`src/rtl/debug_pkg.sv`:
```
// Shared debug-unit definitions: byte/word geometry and TX serialiser state encoding.
package debug_pkg;

  localparam int DBIT   = 8;
  localparam int NBYTES = 4;
  localparam int WORD_W = DBIT * NBYTES;

  typedef enum logic [0:0] {
    TX_IDLE = 1'b0,
    TX_SEND = 1'b1
  } tx_state_t;

  // Width of a byte-lane counter; never narrower than one bit.
  function automatic int cnt_width(input int n);
    return (n <= 1) ? 1 : $clog2(n);
  endfunction

endpackage

```
`src/rtl/uart_rx_assembler.sv`:
```
// Packs bytes popped from a first-word-fall-through RX FIFO into words, LSB first,
// and discards a partial word when the inter-byte gap exceeds TIMEOUT cycles.
module uart_rx_assembler #(
  parameter int DBIT    = debug_pkg::DBIT,
  parameter int NBYTES  = debug_pkg::NBYTES,
  parameter int TIMEOUT = 50000,
  parameter int TO_BITS = 16
) (
  input  logic                     clk,
  input  logic                     reset,
  input  logic                     rx_empty,
  input  logic [DBIT-1:0]          r_data,
  output logic                     rd_uart,
  output logic                     rx_word_valid,
  output logic [DBIT*NBYTES-1:0]   rx_word,
  input  logic                     rx_word_ready,
  output logic                     rx_frame_err
);
  import debug_pkg::*;

  localparam int                 CW        = cnt_width(NBYTES);
  localparam logic [CW-1:0]      LAST_LANE = CW'(NBYTES - 1);
  localparam bit                 TO_EN     = (TIMEOUT != 0);
  localparam logic [TO_BITS-1:0] TO_LAST   = TO_EN ? TO_BITS'(TIMEOUT - 1) : '0;

  logic [CW-1:0]            rx_cnt_reg;
  logic [TO_BITS-1:0]       to_cnt_reg;
  logic [DBIT*NBYTES-1:0]   word_reg;
  logic                     valid_reg;
  logic                     err_reg;
  logic                     pop;
  logic [NBYTES-1:0]        lane_hit;

  // Pop whenever a byte is at the FIFO head and no finished word is waiting.
  assign pop = ~rx_empty & ~valid_reg;

  genvar gi;
  generate
    for (gi = 0; gi < NBYTES; gi++) begin : g_lane
      assign lane_hit[gi] = pop && (rx_cnt_reg == CW'(gi));
    end
  endgenerate

  // Capture the popped byte into the lane selected by the byte counter.
  always_ff @(posedge clk) begin
    if (reset) begin
      word_reg <= '0;
    end else begin
      for (int i = 0; i < NBYTES; i++) begin
        if (lane_hit[i]) word_reg[i*DBIT +: DBIT] <= r_data;
      end
    end
  end

  // Byte counter, word-valid handshake and inter-byte timeout; a pop beats a timeout.
  always_ff @(posedge clk) begin
    if (reset) begin
      rx_cnt_reg <= '0;
      to_cnt_reg <= '0;
      valid_reg  <= 1'b0;
      err_reg    <= 1'b0;
    end else begin
      err_reg <= 1'b0;
      if (valid_reg && rx_word_ready) valid_reg <= 1'b0;
      if (pop) begin
        to_cnt_reg <= '0;
        if (rx_cnt_reg == LAST_LANE) begin
          rx_cnt_reg <= '0;
          valid_reg  <= 1'b1;
        end else begin
          rx_cnt_reg <= rx_cnt_reg + 1'b1;
        end
      end else if (TO_EN && (rx_cnt_reg != '0)) begin
        if (to_cnt_reg == TO_LAST) begin
          rx_cnt_reg <= '0;
          to_cnt_reg <= '0;
          err_reg    <= 1'b1;
        end else begin
          to_cnt_reg <= to_cnt_reg + 1'b1;
        end
      end
    end
  end

  assign rd_uart       = pop;
  assign rx_word_valid = valid_reg;
  assign rx_word       = word_reg;
  assign rx_frame_err  = err_reg;

endmodule

```
`src/rtl/uart_word_bridge.sv`:
```
// Bridges UART byte FIFOs and the debug unit's word interface: RX bytes are packed
// into words, TX words are serialised into bytes, both LSB first.
module uart_word_bridge #(
  parameter int DBIT    = debug_pkg::DBIT,
  parameter int NBYTES  = debug_pkg::NBYTES,
  parameter int TIMEOUT = 50000,
  parameter int TO_BITS = 16
) (
  input  logic                     clk,
  input  logic                     reset,
  input  logic                     rx_empty,
  input  logic [DBIT-1:0]          r_data,
  output logic                     rd_uart,
  input  logic                     tx_full,
  output logic                     wr_uart,
  output logic [DBIT-1:0]          w_data,
  output logic                     rx_word_valid,
  output logic [DBIT*NBYTES-1:0]   rx_word,
  input  logic                     rx_word_ready,
  output logic                     rx_frame_err,
  input  logic                     tx_word_valid,
  input  logic [DBIT*NBYTES-1:0]   tx_word,
  output logic                     tx_word_ready,
  output logic                     tx_busy
);
  import debug_pkg::*;

  localparam int            CW        = cnt_width(NBYTES);
  localparam logic [CW-1:0] LAST_BYTE = CW'(NBYTES - 1);

  uart_rx_assembler #(
    .DBIT    (DBIT),
    .NBYTES  (NBYTES),
    .TIMEOUT (TIMEOUT),
    .TO_BITS (TO_BITS)
  ) u_rx (
    .clk           (clk),
    .reset         (reset),
    .rx_empty      (rx_empty),
    .r_data        (r_data),
    .rd_uart       (rd_uart),
    .rx_word_valid (rx_word_valid),
    .rx_word       (rx_word),
    .rx_word_ready (rx_word_ready),
    .rx_frame_err  (rx_frame_err)
  );

  tx_state_t                state_reg;
  logic [DBIT*NBYTES-1:0]   shift_reg;
  logic [CW-1:0]            tx_cnt_reg;
  logic                     ready_reg;
  logic                     busy_reg;
  logic                     push;

  // A byte leaves whenever we are sending and the TX FIFO has room.
  assign push = (state_reg == TX_SEND) & ~tx_full;

  // TX serialiser: accept a word in IDLE, push its bytes LSB first in SEND.
  always_ff @(posedge clk) begin
    if (reset) begin
      state_reg  <= TX_IDLE;
      shift_reg  <= '0;
      tx_cnt_reg <= '0;
      ready_reg  <= 1'b1;
      busy_reg   <= 1'b0;
    end else begin
      case (state_reg)
        TX_IDLE: begin
          if (tx_word_valid) begin
            shift_reg  <= tx_word;
            tx_cnt_reg <= '0;
            state_reg  <= TX_SEND;
            ready_reg  <= 1'b0;
            busy_reg   <= 1'b1;
          end
        end
        TX_SEND: begin
          if (push) begin
            shift_reg <= shift_reg >> DBIT;
            if (tx_cnt_reg == LAST_BYTE) begin
              tx_cnt_reg <= '0;
              state_reg  <= TX_IDLE;
              ready_reg  <= 1'b1;
              busy_reg   <= 1'b0;
            end else begin
              tx_cnt_reg <= tx_cnt_reg + 1'b1;
            end
          end
        end
        default: state_reg <= TX_IDLE;
      endcase
    end
  end

  assign wr_uart       = push;
  assign w_data        = shift_reg[DBIT-1:0];
  assign tx_word_ready = ready_reg;
  assign tx_busy       = busy_reg;

endmodule
```
`config.mk`:
```
export PLATFORM = sky130hd
export DESIGN_NAME = uart_word_bridge
export DESIGN_NICKNAME = d
export VERILOG_FILES = /design/src/rtl/debug_pkg.sv /design/src/rtl/uart_rx_assembler.sv /design/src/rtl/uart_word_bridge.sv
export SDC_FILE = /design/constraint.sdc
export NUM_CORES = 1
export LEC_CHECK = 0
export BUFFER_PORTS_ARGS = -buffer_cell sky130_fd_sc_hd__buf_4
export CORE_MARGIN = 2
export CORE_UTILIZATION = 40
export CTS_CLUSTER_DIAMETER = 40
export DETAILED_ROUTE_END_ITERATION = 10
export HOLD_SLACK_MARGIN = 0.05
export SETUP_SLACK_MARGIN = 0.15
export SLEW_MARGIN = 20
export SYNTH_ARGS = -nofsm -noshare
export SYNTH_HDL_FRONTEND = slang
export SYNTH_SLANG_ARGS = --single-unit
export TNS_END_PERCENT = 50
```
`constraint.sdc`:
```
create_clock -name clk -period 1.6 [get_ports clk]
set_input_delay 0.24 -clock clk [delete_from_list [all_inputs] [get_ports clk]]
set_output_delay 0.24 -clock clk [all_outputs]
set_load 0.02 [all_outputs]
```
==> impl_metrics.prom <==
# TYPE chip_impl_metric gauge
chip_impl_metric{name="worstSkewPairLatency",unit="ps"} 360
chip_impl_metric{name="grt_first_pass_wirelength",unit="um"} 14570
chip_impl_metric{name="worst_hold_slack",unit="ps"} 138.3
chip_impl_metric{name="worst_r2r_path_depth",unit=""} 6
chip_impl_metric{name="antenna_violating_nets_post_route",unit=""} 0
chip_impl_metric{name="finalWeightedCongestion",unit=""} 0.8131
chip_impl_metric{name="die_area",unit="um^2"} 10510
chip_impl_metric{name="syn-mean-instance-area",unit="um^2"} 8.969
chip_impl_info{name="synth.cells.most_frequent",value="dfxtp_1 (89), nand2_1 (74), nor2_1 (62)"} 1
chip_impl_metric{name="port-buffer-count",unit=""} 91
chip_impl_metric{name="synth_fa_ha_area_share",unit="%"} 1.933
chip_impl_metric{name="p_leak",unit="nW"} 2.042
chip_impl_metric{name="ys_ff_latch",unit=""} 89
chip_impl_metric{name="area_delta_synth_final",unit="%"} 29.96
chip_impl_metric{name="timing.slew.headroom",unit="%"} 71.43
chip_impl_metric{name="ys_seq_area_share",unit="%"} 45.88
chip_impl_info{name="rr_startpoint",value="u_rx.rx_cnt_reg[0]"} 1
chip_impl_metric{name="grt_overflow",unit=""} 0
chip_impl_info{name="cts.root.buffer_cell",value="clkbuf_8"} 1
chip_impl_metric{name="cap_violations",unit=""} 0
chip_impl_info{name="endpoint_kind",value="flip-flop"} 1
chip_impl_metric{name="compound_cell_area_share_of_the_yosys_netlist",unit="%"} 14.50
chip_impl_info{name="dominantRegCellSynth",value="dfxtp_1"} 1
chip_impl_metric{name="synth_top_area_share",unit="%"} 45.88
chip_impl_metric{name="synth_simple_gate_area_share",unit="%"} 20.01
chip_impl_metric{name="layout-drive-gt1-share",unit="%"} 34.33
chip_impl_metric{name="route.vias.total",unit=""} 3227
chip_impl_metric{name="cts_buffers",unit=""} 9
chip_impl_info{name="synthDominantAreaCellType",value="dfxtp_1"} 1
chip_impl_metric{name="setup-tns-final",unit="ps"} 0
chip_impl_metric{name="layout.nets",unit=""} 580
chip_impl_metric{name="drtIter0Drc",unit=""} 123
chip_impl_info{name="r2r_end",value="u_rx.to_cnt_reg[15]"} 1
chip_impl_metric{name="hpwlAfterDp",unit="um"} 6384
chip_impl_metric{name="finalCriticalPeriod",unit="ps"} 1494
chip_impl_metric{name="synth_mux_area_share",unit="%"} 8.505
chip_impl_metric{name="worst_setup_hold_path_clk_slew",unit="ps"} 90
chip_impl_metric{name="antenna_cells",unit=""} 0
chip_impl_info{name="criticalPathCategory",value="reg -> reg"} 1
chip_impl_metric{name="synth-warning-count",unit=""} 0
chip_impl_metric{name="timing.reg2reg.setup_slack",unit="ps"} 110
chip_impl_metric{name="syn_inst",unit=""} 433
chip_impl_metric{name="routed_wire_length_per_instance",unit="um"} 14.12
chip_impl_metric{name="hold_viol",unit=""} 0
chip_impl_metric{name="hold-path-cell-count",unit=""} 3
chip_impl_metric{name="synth.lib_cells_used.distinct",unit=""} 36
chip_impl_info{name="startpoint",value="u_rx.rx_cnt_reg[0]"} 1
chip_impl_metric{name="first_global_vias",unit=""} 3060
chip_impl_info{name="timing.critical_path.from_type",value="flip-flop"} 1
chip_impl_metric{name="fillCellCount",unit=""} 893
chip_impl_metric{name="skew",unit="ps"} 10.43
chip_impl_metric{name="finalMaxSlewViolations",unit=""} 0
chip_impl_metric{name="synth_area",unit="um^2"} 3884
chip_impl_metric{name="core_region_area",unit="um^2"} 9328
chip_impl_metric{name="p_per_area",unit="nW/um^2"} 918.1
chip_impl_metric{name="achievable-frequency",unit="MHz"} 669.5
chip_impl_metric{name="totalWireLength",unit="um"} 9347
chip_impl_metric{name="timing_worst_slew_pin_value",unit="ps"} 422.5
chip_impl_metric{name="finalWorstSetupSlack",unit="ps"} 106.3
chip_impl_metric{name="die_span_y",unit="um"} 102.5
chip_impl_metric{name="synth_xor_xnor_area_share",unit="%"} 2.932
chip_impl_metric{name="synth_enable_flop_cells",unit=""} 0
chip_impl_metric{name="place_worst_setup_slack",unit="ps"} 6.615
chip_impl_metric{name="avgViaCountPerCell",unit=""} 4.875
chip_impl_metric{name="cts_sinks",unit=""} 89
chip_impl_metric{name="synth.net_count",unit=""} 485
chip_impl_metric{name="grt_start_max_net_pins",unit=""} 49
chip_impl_metric{name="cp.required",unit="ps"} 1890
chip_impl_metric{name="start_util",unit="%"} 41.64
chip_impl_metric{name="cp.arrival",unit="ps"} 1780
chip_impl_metric{name="count_of_endpoints_failing_setup_in_the_final_report",unit=""} 0
chip_impl_metric{name="remaining_drc_errors",unit=""} 0
chip_impl_metric{name="io-pin-count",unit=""} 92
chip_impl_info{name="min_path_type",value="in -> reg"} 1
chip_impl_info{name="run_status",value="completed"} 1
chip_impl_info{name="hold_end",value="u_rx.rx_word_valid"} 1
chip_impl_metric{name="die_w",unit="um"} 102.5
chip_impl_metric{name="async_reset_ff_share",unit="%"} 0
chip_impl_metric{name="row_count",unit=""} 35
chip_impl_info{name="yosysMostFrequentCell",value="dfxtp_1"} 1
chip_impl_metric{name="ctsHtreeMaxLevel",unit=""} 3
chip_impl_info{name="hp-start",value="rx_word_ready"} 1
chip_impl_info{name="rsz0062_at_grt",value="true"} 1
chip_impl_info{name="cts_tree",value="built"} 1
chip_impl_info{name="yosys-top-cells-area",value="dfxtp_1 (46%), mux2i_1 (8.5%), nand2_1 (7.2%), a211oi_2 (6.4%), nor2_1 (6.0%)"} 1
chip_impl_metric{name="final_min_period_over_clock_period",unit="%"} 93.36
chip_impl_metric{name="grt_usage",unit="%"} 17.66
chip_impl_metric{name="number_of_antenna_violations_at_the_first_check_in_global_routing",unit=""} 0
chip_impl_metric{name="irDropWorstVdd",unit="mV"} 0.4050
chip_impl_info{name="synth_top_family_by_area",value="simple AND/OR/NAND/NOR gates"} 1
chip_impl_metric{name="cts_buffer_depth",unit=""} 2
chip_impl_metric{name="worstPathMaxFanout",unit=""} 6
chip_impl_metric{name="drt-pass1-iter-count",unit=""} 4
==> through the flow <==
stage               utilization, %  instance area (um^2)  power, W  instances
global route                 54.11                  5047  0.004870        662
global placement             50.06                  4669  0.003183        632
CTS                          52.96                  4940  0.004655        657
floorplan                        -                  3916  0.002950        433
detailed placement           50.06                  4669  0.003195        632
finish                       54.11                  5047  0.004634        662
==> placed cells by master, fill, tap and decap left out, types with 2 or more instances in the layout <==
cell	n
nand3_1	4
nor2b_1	2
xnor2_1	9
clkbuf_8	10
and4b_1	2
and4b_2	2
a211oi_2	20
nand2_1	73
dfxtp_2	6
mux2i_1	33
nor3_1	2
a31oi_1	8
o21ai_0	3
and2_1	4
buf_6	4
dfxtp_1	82
buf_12	2
nor4b_1	3
inv_1	2
xor2_1	4
nor2_1	58
a21oi_1	37
a211oi_1	5
ha_1	4
clkinvlp_4	3
nor4_2	2
nor2_2	4
or3_1	2
buf_4	115
nand4_1	3
nand4b_1	2
==> critical path, stage by stage (launching register included) <==
cell     delay, ps
dfxtp_2        370
inv_4           40
ha_4           170
and4b_2        320
nand3_2         80
or3_1          330
a21oi_2        120
==> how the worst max path moves through the flow <==
stage / endpoint / slack [ps] / cells after the start
4_1_cts: u_rx.to_cnt_reg[15] / 130 / 6
5_1_grt: u_rx.to_cnt_reg[15] / 40 / 6
2_1_floorplan: u_rx.to_cnt_reg[15] / 60 / 8
6_report: u_rx.to_cnt_reg[15] / 110 / 6
3_3_place_gp: u_rx.to_cnt_reg[15] / 150 / 6
3_5_place_dp: u_rx.to_cnt_reg[11] / 7 / 6
==> cell type report <==
class | instances | area, um^2 | share of cell area (%)
repair buffers | 121 | 948.4 | 18.79
inverters | 4 | 17.52 | 0.3471
well taps | 129 | 161.4 | 3.198
clock inverters | 5 | 40.04 | 0.7933
multi-input cells | 303 | 1946 | 38.55
flip-flops and latches | 89 | 1793 | 35.52
clock buffers | 11 | 141.4 | 2.801
==> repair_timing <==
item / in CTS / in global routing
endpoints found under the setup margin: 16 / 32
gates resized for setup: 7 / 19
pin swaps: 4 / 6
hold buffers: 0 / 0
setup buffers: 9 / 5
==> metal layers <==
metal / wire [um] / global-route usage, % / share of wire, % / vias up
met4: 88 / 4.308 / 0.94 / 0
met3: 417 / 4.203 / 4.5 / 5
met2: 4617 / 29.96 / 49 / 70
met5: 0 / 0 / 0 / -
li1: - / - / - / 1658
met1: 4222 / 22.78 / 45 / 1494
==> where the power goes <==
part | leakage [nW] | internal (W) | switching, W | total, W
Sequential | 0.730 | 0.00233 | 0.0000692 | 0.00240
Clock | 0.0822 | 0.000616 | 0.000832 | 0.00145
Combinational | 1.23 | 0.000372 | 0.000416 | 0.000788
==> kinds of logic (layout without fill, tap and decap cells) <==
kind of cell             Yosys count  in the layout
adder cells (fa/ha/maj)            6              6
XOR/XNOR                          13             13
AO/OA/AOI/OAI                     77             77
AND/OR/NAND/NOR                  174            174
multiplexers                      33             33
buffers and inverters             41            141
flip-flops                        89             89
No activity file was read; power rests on OpenSTA's default activity.
